==> src/rtl/lsu_mem_initiator_pkg.sv <==
// Shared types and constants for the MIPS data-memory load/store path.
package mips_mem_pkg;

  typedef enum logic [1:0] {
    SZ_BYTE = 2'b00,
    SZ_HALF = 2'b01,
    SZ_WORD = 2'b10,
    SZ_BAD  = 2'b11
  } mem_size_t;

  typedef enum logic [1:0] {
    IDLE = 2'd0,
    BUSY = 2'd1,
    RESP = 2'd2
  } lsu_state_t;

  localparam logic [3:0] BE_BYTE = 4'b0001;
  localparam logic [3:0] BE_HALF = 4'b0011;
  localparam logic [3:0] BE_WORD = 4'b1111;

endpackage

==> src/rtl/lsu_mem_initiator_if.sv <==
// Pipeline request/response and memory bus signals of the load/store initiator.
interface lsu_mem_initiator_if;
  logic        req_valid;
  logic        req_ready;
  logic        req_we;
  logic [1:0]  req_size;
  logic        req_unsigned;
  logic [31:0] req_addr;
  logic [31:0] req_wdata;
  logic        resp_valid;
  logic        resp_ready;
  logic [31:0] resp_rdata;
  logic        resp_err;
  logic        mem_req;
  logic        mem_ack;
  logic        mem_we;
  logic [3:0]  mem_be;
  logic [31:0] mem_addr;
  logic [31:0] mem_wdata;
  logic [31:0] mem_rdata;

  modport master (
    input  req_valid, req_we, req_size, req_unsigned, req_addr, req_wdata,
           resp_ready, mem_ack, mem_rdata,
    output req_ready, resp_valid, resp_rdata, resp_err,
           mem_req, mem_we, mem_be, mem_addr, mem_wdata
  );

  modport slave (
    output req_valid, req_we, req_size, req_unsigned, req_addr, req_wdata,
           resp_ready, mem_ack, mem_rdata,
    input  req_ready, resp_valid, resp_rdata, resp_err,
           mem_req, mem_we, mem_be, mem_addr, mem_wdata
  );
endinterface

==> src/rtl/lsu_mem_initiator_load_align.sv <==
// Picks the addressed byte/half out of a read word and sign/zero-extends it.
module lsu_load_align
  import mips_mem_pkg::*;
(
  input  logic [31:0] i_rdata,
  input  logic [1:0]  i_addr,
  input  mem_size_t   i_size,
  input  logic        i_unsigned,
  output logic [31:0] o_data
);

  logic [7:0]  w_byte;
  logic [15:0] w_half;

  always_comb begin
    w_byte = 8'h00;
    case (i_addr)
      2'd0:    w_byte = i_rdata[7:0];
      2'd1:    w_byte = i_rdata[15:8];
      2'd2:    w_byte = i_rdata[23:16];
      default: w_byte = i_rdata[31:24];
    endcase
    w_half = i_addr[1] ? i_rdata[31:16] : i_rdata[15:0];

    case (i_size)
      SZ_BYTE: o_data = {{24{~i_unsigned & w_byte[7]}}, w_byte};
      SZ_HALF: o_data = {{16{~i_unsigned & w_half[15]}}, w_half};
      default: o_data = i_rdata;
    endcase
  end

endmodule

==> src/rtl/lsu_mem_initiator.sv <==
// Single-outstanding load/store initiator: strobes, store replication,
// req/ack handshake with timeout, and aligned load return.
module lsu_mem_initiator
  import mips_mem_pkg::*;
#(
  parameter int TIMEOUT = 16,
  parameter int CNT_W   = 5
) (
  input  logic                clk,
  input  logic                reset_n,
  lsu_mem_initiator_if.master bus
);

  lsu_state_t  r_state;
  logic [CNT_W-1:0] r_cnt;
  logic        r_mem_req;
  logic        r_we;
  logic [3:0]  r_be;
  logic [31:0] r_addr;
  logic [31:0] r_wdata;
  logic [31:0] r_rdata;
  logic        r_err;
  mem_size_t   r_size;
  logic [1:0]  r_lane;
  logic        r_uns;

  mem_size_t   w_size;
  logic        w_hs;
  logic        w_bad;
  logic [3:0]  w_be;
  logic [31:0] w_wdata;
  logic [31:0] w_load;

  assign w_size = mem_size_t'(bus.req_size);
  assign w_hs   = bus.req_valid && (r_state == IDLE);
  assign w_bad  = (w_size == SZ_BAD) ||
                  ((w_size == SZ_HALF) && bus.req_addr[0]) ||
                  ((w_size == SZ_WORD) && (bus.req_addr[1:0] != 2'b00));

  always_comb begin
    w_be    = BE_WORD;
    w_wdata = bus.req_wdata;
    case (w_size)
      SZ_BYTE: begin
        w_be    = BE_BYTE << bus.req_addr[1:0];
        w_wdata = {4{bus.req_wdata[7:0]}};
      end
      SZ_HALF: begin
        w_be    = BE_HALF << {bus.req_addr[1], 1'b0};
        w_wdata = {2{bus.req_wdata[15:0]}};
      end
      default: ;
    endcase
  end

  lsu_load_align u_align (
    .i_rdata    (bus.mem_rdata),
    .i_addr     (r_lane),
    .i_size     (r_size),
    .i_unsigned (r_uns),
    .o_data     (w_load)
  );

  always_ff @(posedge clk or negedge reset_n) begin
    if (!reset_n) begin
      r_state   <= IDLE;
      r_cnt     <= '0;
      r_mem_req <= 1'b0;
      r_we      <= 1'b0;
      r_be      <= 4'h0;
      r_addr    <= 32'h0;
      r_wdata   <= 32'h0;
      r_rdata   <= 32'h0;
      r_err     <= 1'b0;
      r_size    <= SZ_BYTE;
      r_lane    <= 2'b00;
      r_uns     <= 1'b0;
    end else begin
      case (r_state)
        IDLE: if (w_hs) begin
          r_size  <= w_size;
          r_lane  <= bus.req_addr[1:0];
          r_uns   <= bus.req_unsigned;
          r_rdata <= 32'h0;
          // Bad requests never reach the bus; mem_* outputs keep old values.
          if (w_bad) begin
            r_err   <= 1'b1;
            r_state <= RESP;
          end else begin
            r_err     <= 1'b0;
            r_mem_req <= 1'b1;
            r_we      <= bus.req_we;
            r_be      <= w_be;
            r_addr    <= {bus.req_addr[31:2], 2'b00};
            r_wdata   <= w_wdata;
            r_cnt     <= '0;
            r_state   <= BUSY;
          end
        end
        BUSY: begin
          // Ack takes priority over a simultaneous timeout.
          if (bus.mem_ack) begin
            r_mem_req <= 1'b0;
            r_err     <= 1'b0;
            r_rdata   <= r_we ? 32'h0 : w_load;
            r_state   <= RESP;
          end else if (r_cnt == CNT_W'(TIMEOUT - 1)) begin
            r_mem_req <= 1'b0;
            r_err     <= 1'b1;
            r_rdata   <= 32'h0;
            r_state   <= RESP;
          end else begin
            r_cnt <= r_cnt + CNT_W'(1);
          end
        end
        RESP: if (bus.resp_ready) r_state <= IDLE;
        default: r_state <= IDLE;
      endcase
    end
  end

  assign bus.req_ready  = (r_state == IDLE);
  assign bus.resp_valid = (r_state == RESP);
  assign bus.resp_rdata = r_rdata;
  assign bus.resp_err   = r_err;
  assign bus.mem_req    = r_mem_req;
  assign bus.mem_we     = r_we;
  assign bus.mem_be     = r_be;
  assign bus.mem_addr   = r_addr;
  assign bus.mem_wdata  = r_wdata;

endmodule

==> src/flat_wrapper.sv <==
// flat-port wrapper written by rule: the top's interface ports become plain ports
module lsu_mem_initiator_flat import mips_mem_pkg::*;
#(
  parameter int TIMEOUT = 16,
  parameter int CNT_W   = 5
)
  (clk, reset_n, bus_req_valid, bus_req_we, bus_req_size, bus_req_unsigned, bus_req_addr, bus_req_wdata, bus_resp_ready, bus_mem_ack, bus_mem_rdata, bus_req_ready, bus_resp_valid, bus_resp_rdata, bus_resp_err, bus_mem_req, bus_mem_we, bus_mem_be, bus_mem_addr, bus_mem_wdata);
  lsu_mem_initiator_if bus_i ();
  input  logic clk;
  input  logic reset_n;
  input wire logic [$bits(bus_i.req_valid)-1:0] bus_req_valid;
  input wire logic [$bits(bus_i.req_we)-1:0] bus_req_we;
  input wire logic [$bits(bus_i.req_size)-1:0] bus_req_size;
  input wire logic [$bits(bus_i.req_unsigned)-1:0] bus_req_unsigned;
  input wire logic [$bits(bus_i.req_addr)-1:0] bus_req_addr;
  input wire logic [$bits(bus_i.req_wdata)-1:0] bus_req_wdata;
  input wire logic [$bits(bus_i.resp_ready)-1:0] bus_resp_ready;
  input wire logic [$bits(bus_i.mem_ack)-1:0] bus_mem_ack;
  input wire logic [$bits(bus_i.mem_rdata)-1:0] bus_mem_rdata;
  output wire logic [$bits(bus_i.req_ready)-1:0] bus_req_ready;
  output wire logic [$bits(bus_i.resp_valid)-1:0] bus_resp_valid;
  output wire logic [$bits(bus_i.resp_rdata)-1:0] bus_resp_rdata;
  output wire logic [$bits(bus_i.resp_err)-1:0] bus_resp_err;
  output wire logic [$bits(bus_i.mem_req)-1:0] bus_mem_req;
  output wire logic [$bits(bus_i.mem_we)-1:0] bus_mem_we;
  output wire logic [$bits(bus_i.mem_be)-1:0] bus_mem_be;
  output wire logic [$bits(bus_i.mem_addr)-1:0] bus_mem_addr;
  output wire logic [$bits(bus_i.mem_wdata)-1:0] bus_mem_wdata;
  assign bus_i.req_valid = bus_req_valid;
  assign bus_i.req_we = bus_req_we;
  assign bus_i.req_size = bus_req_size;
  assign bus_i.req_unsigned = bus_req_unsigned;
  assign bus_i.req_addr = bus_req_addr;
  assign bus_i.req_wdata = bus_req_wdata;
  assign bus_i.resp_ready = bus_resp_ready;
  assign bus_i.mem_ack = bus_mem_ack;
  assign bus_i.mem_rdata = bus_mem_rdata;
  assign bus_req_ready = bus_i.req_ready;
  assign bus_resp_valid = bus_i.resp_valid;
  assign bus_resp_rdata = bus_i.resp_rdata;
  assign bus_resp_err = bus_i.resp_err;
  assign bus_mem_req = bus_i.mem_req;
  assign bus_mem_we = bus_i.mem_we;
  assign bus_mem_be = bus_i.mem_be;
  assign bus_mem_addr = bus_i.mem_addr;
  assign bus_mem_wdata = bus_i.mem_wdata;
  lsu_mem_initiator #(.TIMEOUT(TIMEOUT), .CNT_W(CNT_W)) u_core (.clk(clk), .reset_n(reset_n), .bus(bus_i));
endmodule
==> config.mk <==
export PLATFORM = sky130hd
export DESIGN_NAME = lsu_mem_initiator_flat
export DESIGN_NICKNAME = d
export VERILOG_FILES = /design/src/rtl/lsu_mem_initiator_pkg.sv /design/src/rtl/lsu_mem_initiator_if.sv /design/src/rtl/lsu_mem_initiator_load_align.sv /design/src/rtl/lsu_mem_initiator.sv /design/src/flat_wrapper.sv
export SDC_FILE = /design/constraint.sdc
export NUM_CORES = 1
export LEC_CHECK = 0
export ABC_AREA = 1
export CAP_MARGIN = 20
export CORE_MARGIN = 5
export CORE_UTILIZATION = 40
export CTS_CLUSTER_SIZE = 14
export DETAILED_ROUTE_END_ITERATION = 12
export GPL_ROUTABILITY_DRIVEN = 1
export PLACE_DENSITY = 0.73
export SYNTH_ARGS = -nofsm -noshare
export SYNTH_HDL_FRONTEND = slang
export SYNTH_HIERARCHICAL = 1
export SYNTH_SLANG_ARGS = --single-unit
==> constraint.sdc <==
create_clock -name clk -period 3.7 [get_ports clk]
set_input_delay 0.925 -clock clk [delete_from_list [all_inputs] [get_ports clk]]
set_output_delay 0.925 -clock clk [all_outputs]
set_load 0.005 [all_outputs]
==> results by group <==
Outcome
  – Status: finished, final reports clean

Global routing
  – GRT Total Usage: 0.2149
  – Vias in the first global route: 5,564
  – Initial antenna violation count: 1
  – Grt ovf: 0
  – Pin count of the biggest net entering global routing: 73
  – Met3 usage: 0.09619
  – Busiest grt layer: met2
  – Wire length of the first global-routing pass: 28.26 mm
  – Met1 Resource Use GR: 0.2644
  – Met2 usage: 0.3400

Die
  – Core area: 13,990 um2
  – Die Height: 130.0 um
  – Die area: 16,890 um2
  – Die X: 130.0 um
  – Site Rows: 43
  – Top Ports: 210
  – Starting Density: 0.4115

Critical path
  – CP Data Required Time: 2.77 ns
  – Worst r2r dst: u_core/bus.resp_rdata[21]
  – Critical Path Start Type: register
  – Largest stage delay, worst path: 0.56 ns
  – Crit. End Element: output port
  – R2R setup slack: 1.51 ns
  – Cell Chain, Critical Path: nor2_4 > clkdlybuf4s50_1
  – CP Max Fanout: 6
  – Cells on worst reg2reg path: 8
  – Crit path DAT: 1.63 ns
  – Crit path from: u_core/r_state[0]
  – Worst Setup EP: bus_req_ready
  – Slowest CP cell: clkdlybuf4s50_1
  – Reg2reg start: u_core/r_lane[1]
  – Crit path kind: reg -> out

Clocking
  – Clock Tree Root: clkbuf_16
  – TritonCTS clock tree: done
  – Maximum clock path buffer count: 2
  – Setup repair bufs after CTS: 0
  – CTS buffer count: 17
  – Reg clk slew, reported paths: 0.05 ns
  – Post-CTS resize count: 0
  – CTS Hold Buffers Added: 0
  – H-tree levels: 4
  – Clock sinks: 113
  – Later-pin clock latency in the skew report: 0.41 ns

Place
  – IO buf count: 207
  – Post-DP HPWL: 12.75 mm
  – Gpl congestion: 0.8808
  – Placed cell area: 7864 um2

Layout
  – Diodes inserted: 0
  – Fillers: 1,249
  – Final nets: 1,042
  – Fin area: 8522 um2
  – Fin util: 0.6092
  – Share of cells above drive strength 1: 0.08333
  – P&R area growth vs syn: 48.03%
  – Commonest cells after routing, fill and taps aside: nand2_1 (321), clkdlybuf4s50_1 (206), dfrtp_1 (113)
  – Leading cell type in the layout, fill and taps excluded: nand2_1

STA
  – Slew margin rel.: 0.5317
  – WHS: 0.4656 ns
  – RSZ-0062 raised after global routing: false
  – Clock Skew: 0.01122 ns
  – Period utilization: 0.6897
  – Tightest Pin Transition: 0.7024 ns
  – Final Hold Viols: 0
  – Post-route minimum period: 2.552 ns
  – Pins Over Slew Limit: 0
  – FMAX: 391.9 MHz
  – TNS Setup: 0 ns
  – # setup viols final: 0

Yosys
  – Sequential element share of the synthesized area: 0.4912
  – Mapped cell area: 5757 um2
  – FF+latch count, synth: 113
  – Synth Area per Inst: 7.758 um2
  – Cell count after synthesis: 742
  – Distinct cells, synth: 32
  – Synth warn: 6

Drt
  – DRC: 0
  – Final ANT Viol Nets: 0
  – DR iter-0 viols: 370
  – DRT Wirelength: 17.91 mm
  – DRT Pass-1 Iters: 5
  – Vias after detailed routing: 5,574
  – WL/cell: 15.88 um
  – DR vias/cell: 4.941

Job
  – MaxCap Viol Count: 0

Power and ir drop
  – Max IR drop VDD: 0.0004260 V
  – Power per standard cell area: 761.8 nW/um2
  – Power Total: 6.492 mW
  – LEAKAGE: 4.257 nW

Min path
  – Hold WC Path Type: reg -> reg
-- flip-flops by register name (all words and copies together) (netlist names) --
register and count:
u_core/bus.mem_addr 30, u_core/r_state 2, u_core/r_uns 1, u_core/bus.mem_req 1, u_core/bus.resp_err 1, u_core/bus.mem_wdata 32
u_core/bus.resp_rdata 32, u_core/bus.mem_be 4, u_core/r_lane 2, u_core/r_cnt 5, u_core/bus.mem_we 1, u_core/r_size 2
-- area by class of cell --
class | count | area [um2] | area share
clock inverters | 10 | 156.4 | 0.01835
repair buffers | 216 | 2182 | 0.2561
inverters | 39 | 148.9 | 0.01747
clock buffers | 22 | 474.2 | 0.05565
well taps | 180 | 225.2 | 0.02643
multi-input cells | 548 | 2507 | 0.2942
flip-flops and latches | 113 | 2828 | 0.3318
-- per-stage QoR --
stage                     std cells  worst slack [ns]
after global placement         1095            0.9810
final                          1128             1.148
after detailed placement       1095            0.9136
after global routing           1128             1.081
after CTS                      1127             1.132
after floorplan                 743             1.888
-- cells by family after synthesis --
group / after synthesis / share of synthesized area
flops: 113 / 0.4912
buf+inv: 82 / 0.07433
compound gates: 70 / 0.06564
simple gates: 474 / 0.3638
other cells: 1 / 0.0006514
fa+ha+maj: 2 / 0.004346
-- where the power goes --
part	switching, mW	total (mW)	leakage [nW]	internal [mW]
Combinational	1.30	2.66	2.49	1.36
Clock	0.557	1.73	0.310	1.18
Sequential	0.364	2.10	1.46	1.73
-- critical path: cells and delay by family (launching register included) --
| family | cells | cell delay (ns) |
|---|---|---|
| buffers and inverters | 1 | 0.56 |
| DFF | 1 | 0.46 |
| and+or+nand+nor | 1 | 0.19 |
-- cells in the mapped netlist --
library cell | number | area share
nand2_1 | 321 | 0.21
dfrtp_1 | 113 | 0.49
nand3_1 | 90 | 0.078
o21ai_0 | 34 | 0.030
inv_1 | 33 | 0.022
nor2_1 | 29 | 0.019
a21oi_1 | 27 | 0.023
nand3_2 | 21 | 0.037
clkbuf_1 | 17 | 0.011
buf_2 | 11 | 0.0096
buf_6 | 7 | 0.014
o211ai_1 | 7 | 0.0091
buf_4 | 5 | 0.0065
inv_2 | 4 | 0.0026
nand2_2 | 4 | 0.0043
buf_12 | 2 | 0.0070
ha_1 | 2 | 0.0043
buf_1 | 1 | 0.00065
clkinv_1 | 1 | 0.00065
conb_1 | 1 | 0.00065
inv_4 | 1 | 0.0011
nand2_4 | 1 | 0.0020
nand3_4 | 1 | 0.0030
nand4_1 | 1 | 0.0011
nand4_4 | 1 | 0.0037
nor2_2 | 1 | 0.0011
nor2_4 | 1 | 0.0020
nor3_1 | 1 | 0.00087
nor3_2 | 1 | 0.0017
o21a_4 | 1 | 0.0026
o21ai_1 | 1 | 0.00087
or2_2 | 1 | 0.0011
-- per-layer routing --
layer	wire [um]	vias to the layer above
met5	20	-
met4	331	2
met3	2216	25
met2	8020	224
met1	7320	2567
li1	-	2756
-- how the worst min path moves through the flow --
stage / from / end / cells after the start
3_5_place_dp: u_core/bus.mem_addr[9] / u_core/bus.mem_addr[9] / 2
6_report: u_core/bus.mem_addr[6] / u_core/bus.mem_addr[6] / 2
4_1_cts: u_core/bus.mem_addr[26] / u_core/bus.mem_addr[26] / 2
2_1_floorplan: u_core/r_cnt[4] / u_core/r_cnt[4] / 2
3_3_place_gp: u_core/bus.mem_addr[9] / u_core/bus.mem_addr[9] / 2
5_1_grt: u_core/bus.mem_addr[6] / u_core/bus.mem_addr[6] / 2
No activity file was read; power rests on OpenSTA's default activity.
